File: src/rtl/uart_pkg.sv
// Shared UART definitions used by both the transmitter and the receiver:
// frame state encoding, default baud divisor and the parity helper.
package uart_pkg;

  // Clocks per bit for 115200 baud from a 100 MHz clock.
  localparam int CLK_PER_BIT_DEFAULT = 868;

  typedef enum logic [2:0] {
    IDLE   = 3'd0,
    START  = 3'd1,
    DATA   = 3'd2,
    PARITY = 3'd3,
    STOP   = 3'd4
  } uart_state_e;

  // Even parity: the bit that makes the total number of ones even.
  function automatic logic even_parity(input logic [7:0] b);
    return ^b;
  endfunction

endpackage

File: src/rtl/sender_fifo.sv
// Byte FIFO for the UART transmitter. First-word-fall-through: rdata always
// shows the head entry, so the consumer can load and pop in the same cycle.
// Pushes while full and pops while empty are ignored.
module sender_fifo #(
  parameter int DEPTH_LOG2 = 4
) (
  input  logic       CLK,
  input  logic       RST_N,
  input  logic [7:0] wdata,
  input  logic       we,
  output logic       full,
  output logic [7:0] rdata,
  input  logic       re,
  output logic       empty
);

  localparam int DEPTH = 1 << DEPTH_LOG2;
  localparam logic [DEPTH_LOG2:0] COUNT_FULL = (DEPTH_LOG2 + 1)'(DEPTH);

  logic [7:0]            mem_r [DEPTH];
  logic [DEPTH_LOG2-1:0] wr_ptr_r;
  logic [DEPTH_LOG2-1:0] rd_ptr_r;
  logic [DEPTH_LOG2:0]   count_r;
  logic                  push_s;
  logic                  pop_s;

  assign full   = (count_r == COUNT_FULL);
  assign empty  = (count_r == '0);
  assign push_s = we && !full;
  assign pop_s  = re && !empty;
  assign rdata  = mem_r[rd_ptr_r];

  // Storage array; contents are don't-care until written, so no reset.
  always_ff @(posedge CLK) begin
    if (push_s) begin
      mem_r[wr_ptr_r] <= wdata;
    end
  end

  // Pointers wrap naturally at 2**DEPTH_LOG2; count tracks occupancy.
  always_ff @(posedge CLK or negedge RST_N) begin
    if (!RST_N) begin
      wr_ptr_r <= '0;
      rd_ptr_r <= '0;
      count_r  <= '0;
    end else begin
      if (push_s) begin
        wr_ptr_r <= wr_ptr_r + DEPTH_LOG2'(1);
      end
      if (pop_s) begin
        rd_ptr_r <= rd_ptr_r + DEPTH_LOG2'(1);
      end
      case ({push_s, pop_s})
        2'b10:   count_r <= count_r + (DEPTH_LOG2 + 1)'(1);
        2'b01:   count_r <= count_r - (DEPTH_LOG2 + 1)'(1);
        default: count_r <= count_r;
      endcase
    end
  end

endmodule

File: src/rtl/buffered_sender.sv
// UART transmitter with an input byte FIFO. The core enqueues bytes with a
// valid/ready handshake and is stalled only while the FIFO is full.
// Frames are 8N1 by default; defining BUFFERED_SENDER_PARITY_EN adds an even
// parity bit between the data and stop bits (8E1).
// Back-to-back queued bytes are sent with no idle gap between frames.
module buffered_sender
  import uart_pkg::*;
#(
  parameter int CLK_PER_BIT     = CLK_PER_BIT_DEFAULT,
  parameter int FIFO_DEPTH_LOG2 = 4
) (
  input  logic       CLK,
  input  logic       RST_N,
  input  logic [7:0] data,
  input  logic       valid,
  output logic       ready,
  output logic       tx,
  output logic       idle
);

  localparam int BAUD_W = (CLK_PER_BIT > 1) ? $clog2(CLK_PER_BIT) : 1;
  localparam logic [BAUD_W-1:0] BAUD_LAST = BAUD_W'(CLK_PER_BIT - 1);

  uart_state_e       state_r, state_s;
  logic [BAUD_W-1:0] baud_r, baud_s;
  logic [2:0]        idx_r, idx_s;
  logic [7:0]        shift_r, shift_s;
  logic              tx_r, tx_s;
`ifdef BUFFERED_SENDER_PARITY_EN
  logic              parity_r, parity_s;
`endif

  logic       fifo_full_s;
  logic       fifo_empty_s;
  logic [7:0] fifo_rdata_s;
  logic       bit_end_s;
  logic       pop_s;

  sender_fifo #(
    .DEPTH_LOG2 (FIFO_DEPTH_LOG2)
  ) u_fifo (
    .CLK   (CLK),
    .RST_N (RST_N),
    .wdata (data),
    .we    (valid),
    .full  (fifo_full_s),
    .rdata (fifo_rdata_s),
    .re    (pop_s),
    .empty (fifo_empty_s)
  );

  assign bit_end_s = (baud_r == BAUD_LAST);
  // A byte leaves the FIFO when a new frame starts: from IDLE, or straight
  // out of the last stop-bit cycle so consecutive frames abut.
  assign pop_s = !fifo_empty_s &&
                 ((state_r == IDLE) || ((state_r == STOP) && bit_end_s));

  assign ready = !fifo_full_s;
  assign tx    = tx_r;
  assign idle  = (state_r == IDLE) && fifo_empty_s;

  // Next-state logic for the frame sequencer, baud counter and shifter.
  always_comb begin
    state_s  = state_r;
    baud_s   = baud_r + BAUD_W'(1);
    idx_s    = idx_r;
    shift_s  = shift_r;
    tx_s     = tx_r;
`ifdef BUFFERED_SENDER_PARITY_EN
    parity_s = parity_r;
`endif
    case (state_r)
      IDLE: begin
        baud_s = '0;
        if (!fifo_empty_s) begin
          state_s  = START;
          shift_s  = fifo_rdata_s;
`ifdef BUFFERED_SENDER_PARITY_EN
          parity_s = even_parity(fifo_rdata_s);
`endif
          tx_s     = 1'b0;
        end else begin
          tx_s = 1'b1;
        end
      end
      START: begin
        if (bit_end_s) begin
          state_s = DATA;
          baud_s  = '0;
          idx_s   = 3'd0;
          tx_s    = shift_r[0];
        end else begin
          tx_s = 1'b0;
        end
      end
      DATA: begin
        if (bit_end_s) begin
          baud_s = '0;
          if (idx_r == 3'd7) begin
`ifdef BUFFERED_SENDER_PARITY_EN
            state_s = PARITY;
            tx_s    = parity_r;
`else
            state_s = STOP;
            tx_s    = 1'b1;
`endif
          end else begin
            idx_s   = idx_r + 3'd1;
            shift_s = {1'b0, shift_r[7:1]};
            tx_s    = shift_r[1];
          end
        end else begin
          tx_s = shift_r[0];
        end
      end
`ifdef BUFFERED_SENDER_PARITY_EN
      PARITY: begin
        if (bit_end_s) begin
          state_s = STOP;
          baud_s  = '0;
          tx_s    = 1'b1;
        end else begin
          tx_s = parity_r;
        end
      end
`endif
      STOP: begin
        if (bit_end_s) begin
          baud_s = '0;
          if (!fifo_empty_s) begin
            state_s  = START;
            shift_s  = fifo_rdata_s;
`ifdef BUFFERED_SENDER_PARITY_EN
            parity_s = even_parity(fifo_rdata_s);
`endif
            tx_s     = 1'b0;
          end else begin
            state_s = IDLE;
            tx_s    = 1'b1;
          end
        end else begin
          tx_s = 1'b1;
        end
      end
      default: begin
        state_s = IDLE;
        baud_s  = '0;
        tx_s    = 1'b1;
      end
    endcase
  end

  // Sequencer state; reset drops any frame in progress and idles the line.
  always_ff @(posedge CLK or negedge RST_N) begin
    if (!RST_N) begin
      state_r  <= IDLE;
      baud_r   <= '0;
      idx_r    <= 3'd0;
      shift_r  <= 8'h00;
      tx_r     <= 1'b1;
`ifdef BUFFERED_SENDER_PARITY_EN
      parity_r <= 1'b0;
`endif
    end else begin
      state_r  <= state_s;
      baud_r   <= baud_s;
      idx_r    <= idx_s;
      shift_r  <= shift_s;
      tx_r     <= tx_s;
`ifdef BUFFERED_SENDER_PARITY_EN
      parity_r <= parity_s;
`endif
    end
  end

endmodule
File: config.mk
export PLATFORM = sky130hd
export DESIGN_NAME = buffered_sender
export DESIGN_NICKNAME = d
export VERILOG_FILES = /design/src/rtl/uart_pkg.sv /design/src/rtl/sender_fifo.sv /design/src/rtl/buffered_sender.sv
export SDC_FILE = /design/constraint.sdc
export NUM_CORES = 1
export LEC_CHECK = 0
export BUFFER_PORTS_ARGS = -buffer_cell sky130_fd_sc_hd__buf_2
export CAP_MARGIN = 20
export CORE_MARGIN = 2
export CORE_UTILIZATION = 60
export DETAILED_ROUTE_END_ITERATION = 6
export PLACE_DENSITY_LB_ADDON = 0.25
export SYNTH_ARGS = -nofsm -noshare
export SYNTH_HDL_FRONTEND = slang
export SYNTH_SLANG_ARGS = --single-unit
File: constraint.sdc
create_clock -name CLK -period 5.65 [get_ports CLK]
set_clock_uncertainty 0.05 [all_clocks]
set_input_delay 0.2825 -clock CLK [delete_from_list [all_inputs] [get_ports CLK]]
set_output_delay 0.2825 -clock CLK [all_outputs]
set_load 0.03 [all_outputs]
==> run summary, run 1 <==
Max_slew headroom -> 0.438
Sequential fraction of the synthesis area -> 0.690
Distinct cells, synth -> 50
Post-synthesis cell count -> 416
Dominant cell by count in the synthesized netlist -> edfxtp_1
Diodes inserted -> 0
Synth Flop Type -> edfxtp_1
Nets@finish -> 457
Final number of max-transition violations -> 0
Placed wire-length estimate -> 7670 um
Nature of the critical path endpoint -> register
Max rail drop VDD -> 328 uV
Die Ht -> 112 um
Overall Global Routing Usage -> 0.214
Unrepaired setup endpoints after global routing -> no
Boundary pin count -> 14
Quantity of I/O buffers inserted on ports -> 13
Slew @ Worst Pin -> 0.841 ns
Placeable core region -> 11400 um^2
Yosys top cell by area -> edfxtp_1
Most instantiated cells after synthesis -> edfxtp_1 (128), dfrtp_1 (37), nor2_1 (36), a21oi_1 (26), mux4_2 (20)
Post-DR vias/cell -> 6.15
Finish-stage setup viols -> 0
Total via count after detailed routing -> 3620
Clock transition at the registers of the reported paths -> 0.07 ns
DRT Pass-1 Iters -> 5
Period Utilization, post-route -> 0.568
Number of placement rows -> 39
Layout area overhead -> 10.7%
Worst EP required -> 5.94 ns
Width of the die -> 112 um
Net count after synthesis -> 440
Maximum number of pins on one net before global-route repair -> 39
Area of the mapped netlist -> 6950 um^2
Filler cell count -> 744
Final Critical Period -> 3.21 ns
Number of global-route vias before repair -> 3586
Proportion of netlist area held by the largest area contributor -> 0.553
Crit path kind -> register to register
Run status -> finished, final reports clean
Post-synth EDFFs -> 128
Total wire length after detailed routing -> 12600 um
Power Density -> 377 nW/um^2
First-pass GRT wire length -> 19700 um
Number of max-capacitance violations reported -> 0
Clk Tree Root Cell -> clkbuf_16
Static leakage -> 2.75 nW
Reg2reg setup slack -> 2.44 ns
Routed len/inst -> 21.3 um
Count of instances resized after the clock tree is built -> 0
Upper clock frequency limit -> 312 MHz
DIE AREA -> 12500 um^2
Starting utilization of the core area -> 0.611
Iteration-0 DRC Markers -> 335
Peak fanout along the critical path -> 8
CP Data Arrival Time -> 3.50 ns
Share of synthesized registers carrying an async set or reset -> 0.229
Path type of the worst min-delay path -> input port to register
Number of antenna violations at the first check in global routing -> 0
Number of clock buffers inserted by TritonCTS -> 17
Total count of hold-check failures in the final report -> 0
Share of post-route cells with drive strength above 1 -> 0.179
H-tree depth -> 4
Startpoint type of the worst setup path -> register
Remaining DRCs -> 0
Post-synthesis sequential element count -> 166
Antenna violation net count after detailed routing -> 0
TritonCTS Sinks -> 166
Overall power of the completed layout -> 2.90 mW
Later-pin clock latency in the skew report -> 0.42 ns
CTS tree -> done
Sum of overflow across all layers after global routing -> 0
Count of synthesis-stage warnings from yosys -> 0
Average cell area after synthesis -> 16.7 um^2
Top post-synthesis cells by area -> edfxtp_1 (55%), dfrtp_1 (13%), mux4_2 (6.5%)
Weighted congestion at the end of routability-driven global placement -> 0.791
Final setup TNS -> 0 ns
Maximum buffer depth of the clock tree -> 2
==> critical path, cell delays in order (launching register included) <==
cell     delay [ns]
dfrtp_1        0.40
ha_1           0.22
nor3b_1        0.32
nand4_2        0.30
a21oi_4        0.33
ha_1           0.27
inv_1          0.10
fa_1           0.41
nor2b_1        0.12
o21ai_0        0.09
and3_1         0.19
nor3_1         0.18
xor2_1         0.16
==> stage by stage <==
step	util	setup WS, ns	std cells	instance area [um^2]	hold WS (ns)
floorplan	-	2.83	416	6950	-0.0631
global placement	0.625	2.64	556	7110	0.375
detailed placement	0.625	2.43	556	7110	0.386
CTS	0.677	2.42	589	7700	0.199
global route	0.677	2.16	589	7700	0.199
finish	0.677	2.44	589	7700	0.210
==> final timing paths <==
kind,cells after the start,endpoint,start
hold reg to reg,1,tx,shift_r[0]
hold / removal,1,u_fifo.mem_r[10][3],data[3]
setup / recovery,12,u_fifo.count_r[4],baud_r[0]
setup reg to reg,12,u_fifo.count_r[4],baud_r[0]
max in group asynchronous,2,u_fifo.rd_ptr_r[0],RST_N
min in group asynchronous,2,baud_r[9],RST_N
==> logic make-up after synthesis <==
family,synth area share
adder cells (fa/ha/maj),0.0245
multiplexers,0.115
AO/OA/AOI/OAI,0.0558
XOR/XNOR,0.0239
flip-flops,0.690
buffers and inverters,0.0236
AND/OR/NAND/NOR,0.0675
==> state kept, by name, summed over array words and instances, names as in the netlist <==
name and flops:
u_fifo.mem_r 128, baud_r 10, shift_r 8, u_fifo.count_r 5, u_fifo.rd_ptr_r 4, u_fifo.wr_ptr_r 4, idx_r 3, state_r 3
tx 1
==> placed cells by master (no fill, tap or decap), drive strengths merged, types with 5 or more instances in the layout <==
cell,instances
edfxtp,128
dfrtp,37
nor2,36
mux4,32
a21oi,27
a22oi,18
buf,18
clkbuf,17
nand2,16
inv,13
ha,12
xnor2,11
o21ai,10
xor2,8
nor3,7
clkinv,7
nand3,5
==> report_power, final <==
part	total (mW)	leakage (nW)	switching, mW	internal, mW
sequential	1.51	1.63	0.0706	1.44
clock	1.11	0.272	0.460	0.651
combinational	0.277	0.849	0.172	0.104
==> routing by layer <==
metal	wire length, um	vias to the layer above	track usage
li1	-	1649	-
met1	5370	1844	0.301
met2	6380	114	0.339
met3	687	13	0.0572
met4	129	0	0.0551
met5	0	-	0
==> timing repair <==
item	CTS	global route
setup buffers	0	0
hold buffers	1	0
hold endpoints to repair	37	0
==> area by class of cell <==
type	instances	area, um^2	area share
multi-input combinational	219	1990	0.259
clock inverter	15	153	0.0198
clock buffer	17	425	0.0553
inverter	10	37.5	0.00488
timing repair buffer	19	113	0.0146
tap	143	179	0.0232
sequential	166	4800	0.623
Note: power is estimated with default switching activity, not from simulation.
==> run 2: changes to the inputs <==
Clock period 5.65 ns to 3.15 ns, I/O delays scaled along.
==> run 2 against run 1 <==
  * Flip-flop and latch count is the same
  * Clock power grew 71%
  * Die area is the same
  * Worst setup slack lost 2.1 ns
  * Maximum frequency grew 13%
  * Clock-buffer cell count is the same
  * Hold slack lost 0.14 ns
  * Critical path type unchanged
  * Critical endpoint unchanged
  * Highest routed layer unchanged
==> run summary, run 2 (synthesis gave the netlist of run 1 again) <==
Upper clock frequency limit -> 353 MHz (+13%)
Postcts setup bufs -> 0 (unchanged)
Later-pin clock latency in the skew report -> 0.44 ns (+0.02 ns)
Final setup TNS -> 0 ns (unchanged)
CTS tree -> done
Least setup slack across all paths after layout -> 0.317 ns (-2.12 ns)
Startpoint type of the worst setup path -> register
CP Data Arrival Time -> 3.14 ns (-0.36 ns)
Clk Tree Root Cell -> clkbuf_16
Top library cells by usage in the layout, fill and taps aside -> edfxtp_1 (128), nor2_1 (36), dfrtp_1 (36), a21oi_1 (26), mux4_2 (20)
Weighted congestion at the end of routability-driven global placement -> 0.849 (+7.2%)
Total count of hold-check failures in the final report -> 0 (unchanged)
Number of antenna violations at the first check in global routing -> 0 (unchanged)
Commonest non-fill, non-tap cell in the layout -> edfxtp_1
Placeable core region -> 11400 um^2 (unchanged)
H-tree depth -> 4 (unchanged)
Area of the multi-input gates -> 2000 um^2 (+0.25%)
Sum of overflow across all layers after global routing -> 0 (unchanged)
Overall Global Routing Usage -> 0.220 (+0.00656)
Die Ht -> 112 um (unchanged)
Clock transition at the registers of the reported paths -> 0.07 ns (about the same)
Post-DR vias/cell -> 6.04 (-1.7%)
First-pass GRT wire length -> 19800 um (+0.87%)
Maximum number of pins on one net before global-route repair -> 39 (unchanged)
TritonCTS Sinks -> 166 (unchanged)
Post-route core utilization -> 0.679 (+0.00176)
Layout area overhead -> 11.0%
Max_slew headroom -> 0.450 (+0.0124)
Final number of max-transition violations -> 0 (unchanged)
Remaining DRCs -> 0 (unchanged)
Period Utilization, post-route -> 0.899 (+0.331)
Final Critical Period -> 2.83 ns (-0.376 ns)
Overall power of the completed layout -> 5.11 mW (+76%)
Run status -> finished, final reports clean
Iteration-0 DRC Markers -> 275 (-18%)
Share of post-route cells with drive strength above 1 -> 0.196 (+0.0171)
Library cell contributing the largest single delay on the critical path -> fa_1
Maximum buffer depth of the clock tree -> 2 (unchanged)
Setup slack at placement -> 0.254 ns (-2.18 ns)
Routed len/inst -> 21.2 um (-0.47%)
Boundary pin count -> 14 (unchanged)
Max rail drop VDD -> 629 uV (+92%)
DRT Pass-1 Iters -> 4 (-1)
Number of flip-flops in the largest register -> 128 (unchanged)
Antenna violation net count after detailed routing -> 0 (unchanged)
Diodes inserted -> 0 (unchanged)
Peak fanout along the critical path -> 4 (-4)
Placed wire-length estimate -> 7980 um (+4.1%)
Slew @ Worst Pin -> 0.822 ns (-0.0185 ns)
DIE AREA -> 12500 um^2 (unchanged)
Worst EP required -> 3.46 ns (-2.48 ns)
Largest registers ranked by flip-flop count -> u_fifo.mem_r (128), baud_r (10), shift_r (8)
Number of max-capacitance violations reported -> 0 (unchanged)
Starting utilization of the core area -> 0.611 (unchanged)
Static leakage -> 2.76 nW (+0.58%)
Crit path kind -> register to register
List of cells traversed by the critical path -> ha_1 -> nor3b_2 -> nand4_2 -> a21oi_4 -> ha_1 -> inv_1 -> fa_1 -> nor2b_1 -> o21ai_0 -> and3_1 -> nor3_1 -> xor2_1
Power Density -> 662 nW/um^2 (+76%)
Sequential cell area -> 4800 um^2 (about the same)
Post-Route Hold Slack -> 0.0662 ns (-0.143 ns)
Total wire length after detailed routing -> 12700 um (+0.72%)
Reg2reg setup slack -> 0.32 ns (-2.12 ns)
Nature of the critical path endpoint -> register
Most flops, register -> u_fifo.mem_r
Delay of the slowest cell on the worst path -> 0.40 ns (about the same)
Path type of the worst min-delay path -> input port to register
Width of the die -> 112 um (unchanged)
Cell occurring most often along the worst timing path -> ha_1
Total via count after detailed routing -> 3599 (-0.58%)
Nets@finish -> 464 (+1.5%)
Filler cell count -> 745 (+0.13%)
Number of global-route vias before repair -> 3607 (+0.59%)
Number of clock buffers inserted by TritonCTS -> 17 (unchanged)
Number of placement rows -> 39 (unchanged)
Unrepaired setup endpoints after global routing -> no
Finish-stage setup viols -> 0 (unchanged)
Quantity of I/O buffers inserted on ports -> 13 (unchanged)
==> run 2: cell types whose count changed in the layout (fill, tap and decap cells not counted), moves of 2 or more <==
| cell | previous run | this run |
|---|---|---|
| buf_4 | 5 | 12 |
| bufinv_16 | 2 | 0 |
| clkinv_1 | 4 | 2 |
| clkinv_4 | 3 | 0 |
| clkinvlp_4 | 3 | 5 |
| inv_6 | 2 | 5 |
==> run 2: what timing repair did <==
action / 4_1_cts / 5_1_grt
resized for setup: 0 / 1
endpoints found under the setup margin: 0 / 1
hold buffers: 1 / 0
hold endpoints to repair: 37 / 0
==> run 2: where the power goes <==
part	internal (mW)	total, mW	leakage (nW)	switching [mW]
Clock	1.02	1.90	0.252	0.876
Combinational	0.189	0.498	0.883	0.309
Sequential	2.59	2.71	1.63	0.125
Total	3.80	5.11	2.76	1.31
==> run 2: stage by stage <==
stage,area (um^2),instances
global placement,7160,563
floorplan,6950,416
global route,7720,596
CTS,7710,596
detailed placement,7160,563
finish,7720,596
==> run 2: worst max-delay path: cells and delay by family, from the launching register on <==
family / cells / cell delay (ns)
AND/OR/NAND/NOR: 5 / 0.90
adder cells (fa/ha/maj): 3 / 0.86
XOR/XNOR: 1 / 0.17
AO/OA/AOI/OAI: 2 / 0.29
flip-flops: 1 / 0.39
buffers and inverters: 1 / 0.10
==> run 2: final timing paths <==
check	cells past startpoint	to	start
min in group asynchronous	2	baud_r[5]	RST_N
worst max-delay path	12	u_fifo.count_r[4]	baud_r[0]
worst min-delay path	1	u_fifo.mem_r[2][2]	data[2]
worst min register to register	1	tx	shift_r[0]
worst max register to register	12	u_fifo.count_r[4]	baud_r[0]
max in group asynchronous	2	u_fifo.rd_ptr_r[0]	RST_N
==> run 2: layout make-up <==
| type | instances | share of cell area |
|---|---|---|
| timing repair buffer | 26 | 0.0214 |
| tap | 143 | 0.0232 |
| multi-input combinational | 219 | 0.259 |
| sequential | 166 | 0.622 |
| inverter | 10 | 0.00486 |
| clock buffer | 17 | 0.0551 |
| clock inverter | 15 | 0.0151 |
==> run 2: metal layers <==
metal	global-route usage	wire (um)
met1	0.303	5310
met2	0.343	6360
met3	0.0588	751
met4	0.0872	228
met5	0	0
==> run 3: changes to the inputs <==
Settings changed: BUFFER_PORTS_ARGS -buffer_cell sky130_fd_sc_hd__buf_2 to unset, CELL_PAD_IN_SITES_DETAIL_PLACEMENT set to 0, CELL_PAD_IN_SITES_GLOBAL_PLACEMENT set to 2, CORE_UTILIZATION 60 to 48, DONT_BUFFER_PORTS set to 1.
==> run 3 against run 2 <==
  * Global-route usage is 4.2 points lower
  * Sequential share of layout area decreased by 1.2 points
  * Clock-buffer cell count rose by 1
  * Sequential power hardly changed
  * Flip-flop and latch count did not move
  * Utilization shrank 12 points
  * Cell area increased by 2.0%
  * Routed wire length increased by 3.0%
  * Total power is 0.35% higher
  * Critical path depth did not move
  * First-iteration DRC count down 13%
  * Critical path type unchanged
==> run summary, run 3 (synthesis gave the netlist of run 1 again) <==
Die Ht -> 124 um (+11%)
Area of the multi-input gates -> 2000 um^2 (unchanged)
Number of clock buffers inserted by TritonCTS -> 17 (unchanged)
Remaining DRCs -> 0 (unchanged)
Crit path kind -> register to register
Max rail drop VDD -> 440 uV (-30%)
Startpoint of the worst hold path -> valid
H-tree depth -> 4 (unchanged)
Number of antenna violations at the first check in global routing -> 1 (+1)
First-pass GRT wire length -> 20700 um (+4.4%)
Peak fanout along the critical path -> 4 (unchanged)
Switching Share -> 0.254 (-0.00247)
Post-route core utilization -> 0.563 (-0.116)
Total wire length after detailed routing -> 13000 um (+3.0%)
Width of the die -> 124 um (+11%)
Placed wire-length estimate -> 8160 um (+2.3%)
DRT Pass-1 Iters -> 4 (unchanged)
RR Startpoint -> baud_r[0]
Iteration-0 DRC Markers -> 238 (-13%)
Nets@finish -> 467 (+0.65%)
Final Critical Period -> 2.81 ns (-0.0216 ns)
Sequential cell area -> 4800 um^2 (unchanged)
Maximum number of pins on one net before global-route repair -> 39 (unchanged)
Worst EP required -> 3.45 ns (about the same)
Final number of max-transition violations -> 0 (unchanged)
Clock transition at the registers of the reported paths -> 0.07 ns (about the same)
Worst setup path startpoint -> baud_r[0]
Maximum buffer depth of the clock tree -> 2 (unchanged)
Path type of the worst min-delay path -> input port to register
Total via count after detailed routing -> 3583 (-0.44%)
Switching power of the nets -> 1.30 mW (-0.61%)
Weighted congestion at the end of routability-driven global placement -> 0.746 (-12%)
Antenna violation net count after detailed routing -> 0 (unchanged)
Int Power -> 3.82 mW (+0.69%)
Sum of overflow across all layers after global routing -> 0 (unchanged)
Number of flip-flops in the largest register -> 128 (unchanged)
CTS tree -> done
Slew @ Worst Pin -> 0.897 ns (+0.0753 ns)
Filler cell count -> 1113 (+49%)
Layout area overhead -> 13.2%
Period Utilization, post-route -> 0.893 (-0.00686)
Nature of the critical path endpoint -> register
Static leakage -> 2.80 nW (+1.4%)
Max_slew headroom -> 0.399 (-0.0504)
DIE AREA -> 15500 um^2 (+24%)
Overall Global Routing Usage -> 0.179 (-0.0415)
Placeable core region -> 14000 um^2 (+23%)
Number of max-capacitance violations reported -> 0 (unchanged)
TritonCTS Sinks -> 166 (unchanged)
Startpoint type of the worst setup path -> register
Number of placement rows -> 43 (+10%)
Logic pwr share -> 0.103 (+0.006)
Quantity of I/O buffers inserted on ports -> 0 (-13)
Sequential share of power -> 0.527 (-0.004)
Commonest non-fill, non-tap cell in the layout -> edfxtp_1
Run status -> finished, final reports clean
Later-pin clock latency in the skew report -> 0.43 ns (about the same)
Final setup TNS -> 0 ns (unchanged)
Largest registers ranked by flip-flop count -> u_fifo.mem_r (128), baud_r (10), shift_r (8)
Routed len/inst -> 20.4 um (-3.7%)
CP Data Arrival Time -> 3.11 ns (-0.03 ns)
Upper clock frequency limit -> 356 MHz (+0.77%)
Top library cells by usage in the layout, fill and taps aside -> edfxtp_1 (128), nor2_1 (36), dfrtp_1 (36), a21oi_1 (26), mux4_2 (20)
Unrepaired setup endpoints after global routing -> no
Power Density -> 651 nW/um^2 (-1.6%)
Post-DR vias/cell -> 5.62 (-6.9%)
Proportion of power drawn by the clock network -> 0.370 (about the same)
Boundary pin count -> 14 (unchanged)
Finish-stage setup viols -> 0 (unchanged)
Clk Tree Root Cell -> clkbuf_16
Starting utilization of the core area -> 0.497 (-0.114)
Most flops, register -> u_fifo.mem_r
Share of post-route cells with drive strength above 1 -> 0.184 (-0.0123)
Number of global-route vias before repair -> 3558 (-1.4%)
Total count of hold-check failures in the final report -> 0 (unchanged)
-- run 3: worst max-delay path: stages, from the launching register on --
cell	delay [ns]
dfrtp_1	0.39
ha_1	0.22
nor3b_2	0.22
nand4_2	0.19
a21oi_4	0.20
ha_1	0.24
inv_1	0.10
fa_1	0.40
nor2b_1	0.12
o21ai_0	0.10
and3_1	0.19
nor3_1	0.17
xor2_1	0.16
-- run 3: per-stage QoR --
step                      setup slack (ns)  hold WS (ns)  instances  instance area, um^2  power (mW)
after floorplan                      0.325        -0.188        416                 6950        3.06
after global placement               0.313        -0.186        594                 7210        3.22
after detailed placement             0.246        -0.186        594                 7210        3.24
after CTS                            0.224        0.0679        636                 7860        5.18
after global routing                0.0798        0.0980        636                 7870        5.34
final                                0.338        0.0709        637                 7870        5.13
-- run 3: repair_timing --
item	in CTS	in global routing
setup endpoints to repair	0	1
gates resized for setup	0	1
hold buffers	10	0
hold endpoints to repair	166	0
buffers inserted	0	0
-- run 3: area by class of cell --
| type | count | share of cell area |
|---|---|---|
| Sequential cell | 166 | 0.610 |
| Multi-Input combinational cell | 219 | 0.254 |
| Clock buffer | 18 | 0.0545 |
| Timing Repair Buffer | 29 | 0.0337 |
| Tap cell | 180 | 0.0286 |
| Clock inverter | 14 | 0.0148 |
| Inverter | 10 | 0.00477 |
| Antenna cell | 1 | 0.000318 |
-- run 3: path summary, 6_finish.rpt --
path                                      end  slack (ns)  depth (start not counted)
setup / recovery            u_fifo.count_r[4]        0.34                         12
hold / removal             u_fifo.wr_ptr_r[0]        0.07                          3
setup reg to reg            u_fifo.count_r[4]        0.34                         12
hold reg to reg                     baud_r[0]        0.44                          1
max in group asynchronous                  tx        2.64                          2
min in group asynchronous           baud_r[1]        0.16                          2
-- run 3: power by group through the flow --
stage / clock network (mW) / registers, mW / logic (mW)
floorplan: 0 / 2.69 / 0.366
global placement: 0 / 2.73 / 0.483
detailed placement: 0 / 2.75 / 0.492
CTS: 1.94 / 2.70 / 0.538
global route: 2.03 / 2.72 / 0.593
finish: 1.90 / 2.70 / 0.526
-- run 3: layer usage --
layer / GRT usage / part of all wire / vias to the layer above
li1: - / - / 1658
met1: 0.267 / 0.46 / 1821
met2: 0.256 / 0.47 / 88
met3: 0.0451 / 0.052 / 14
met4: 0.0628 / 0.011 / 2
met5: 0 / 0.00084 / -
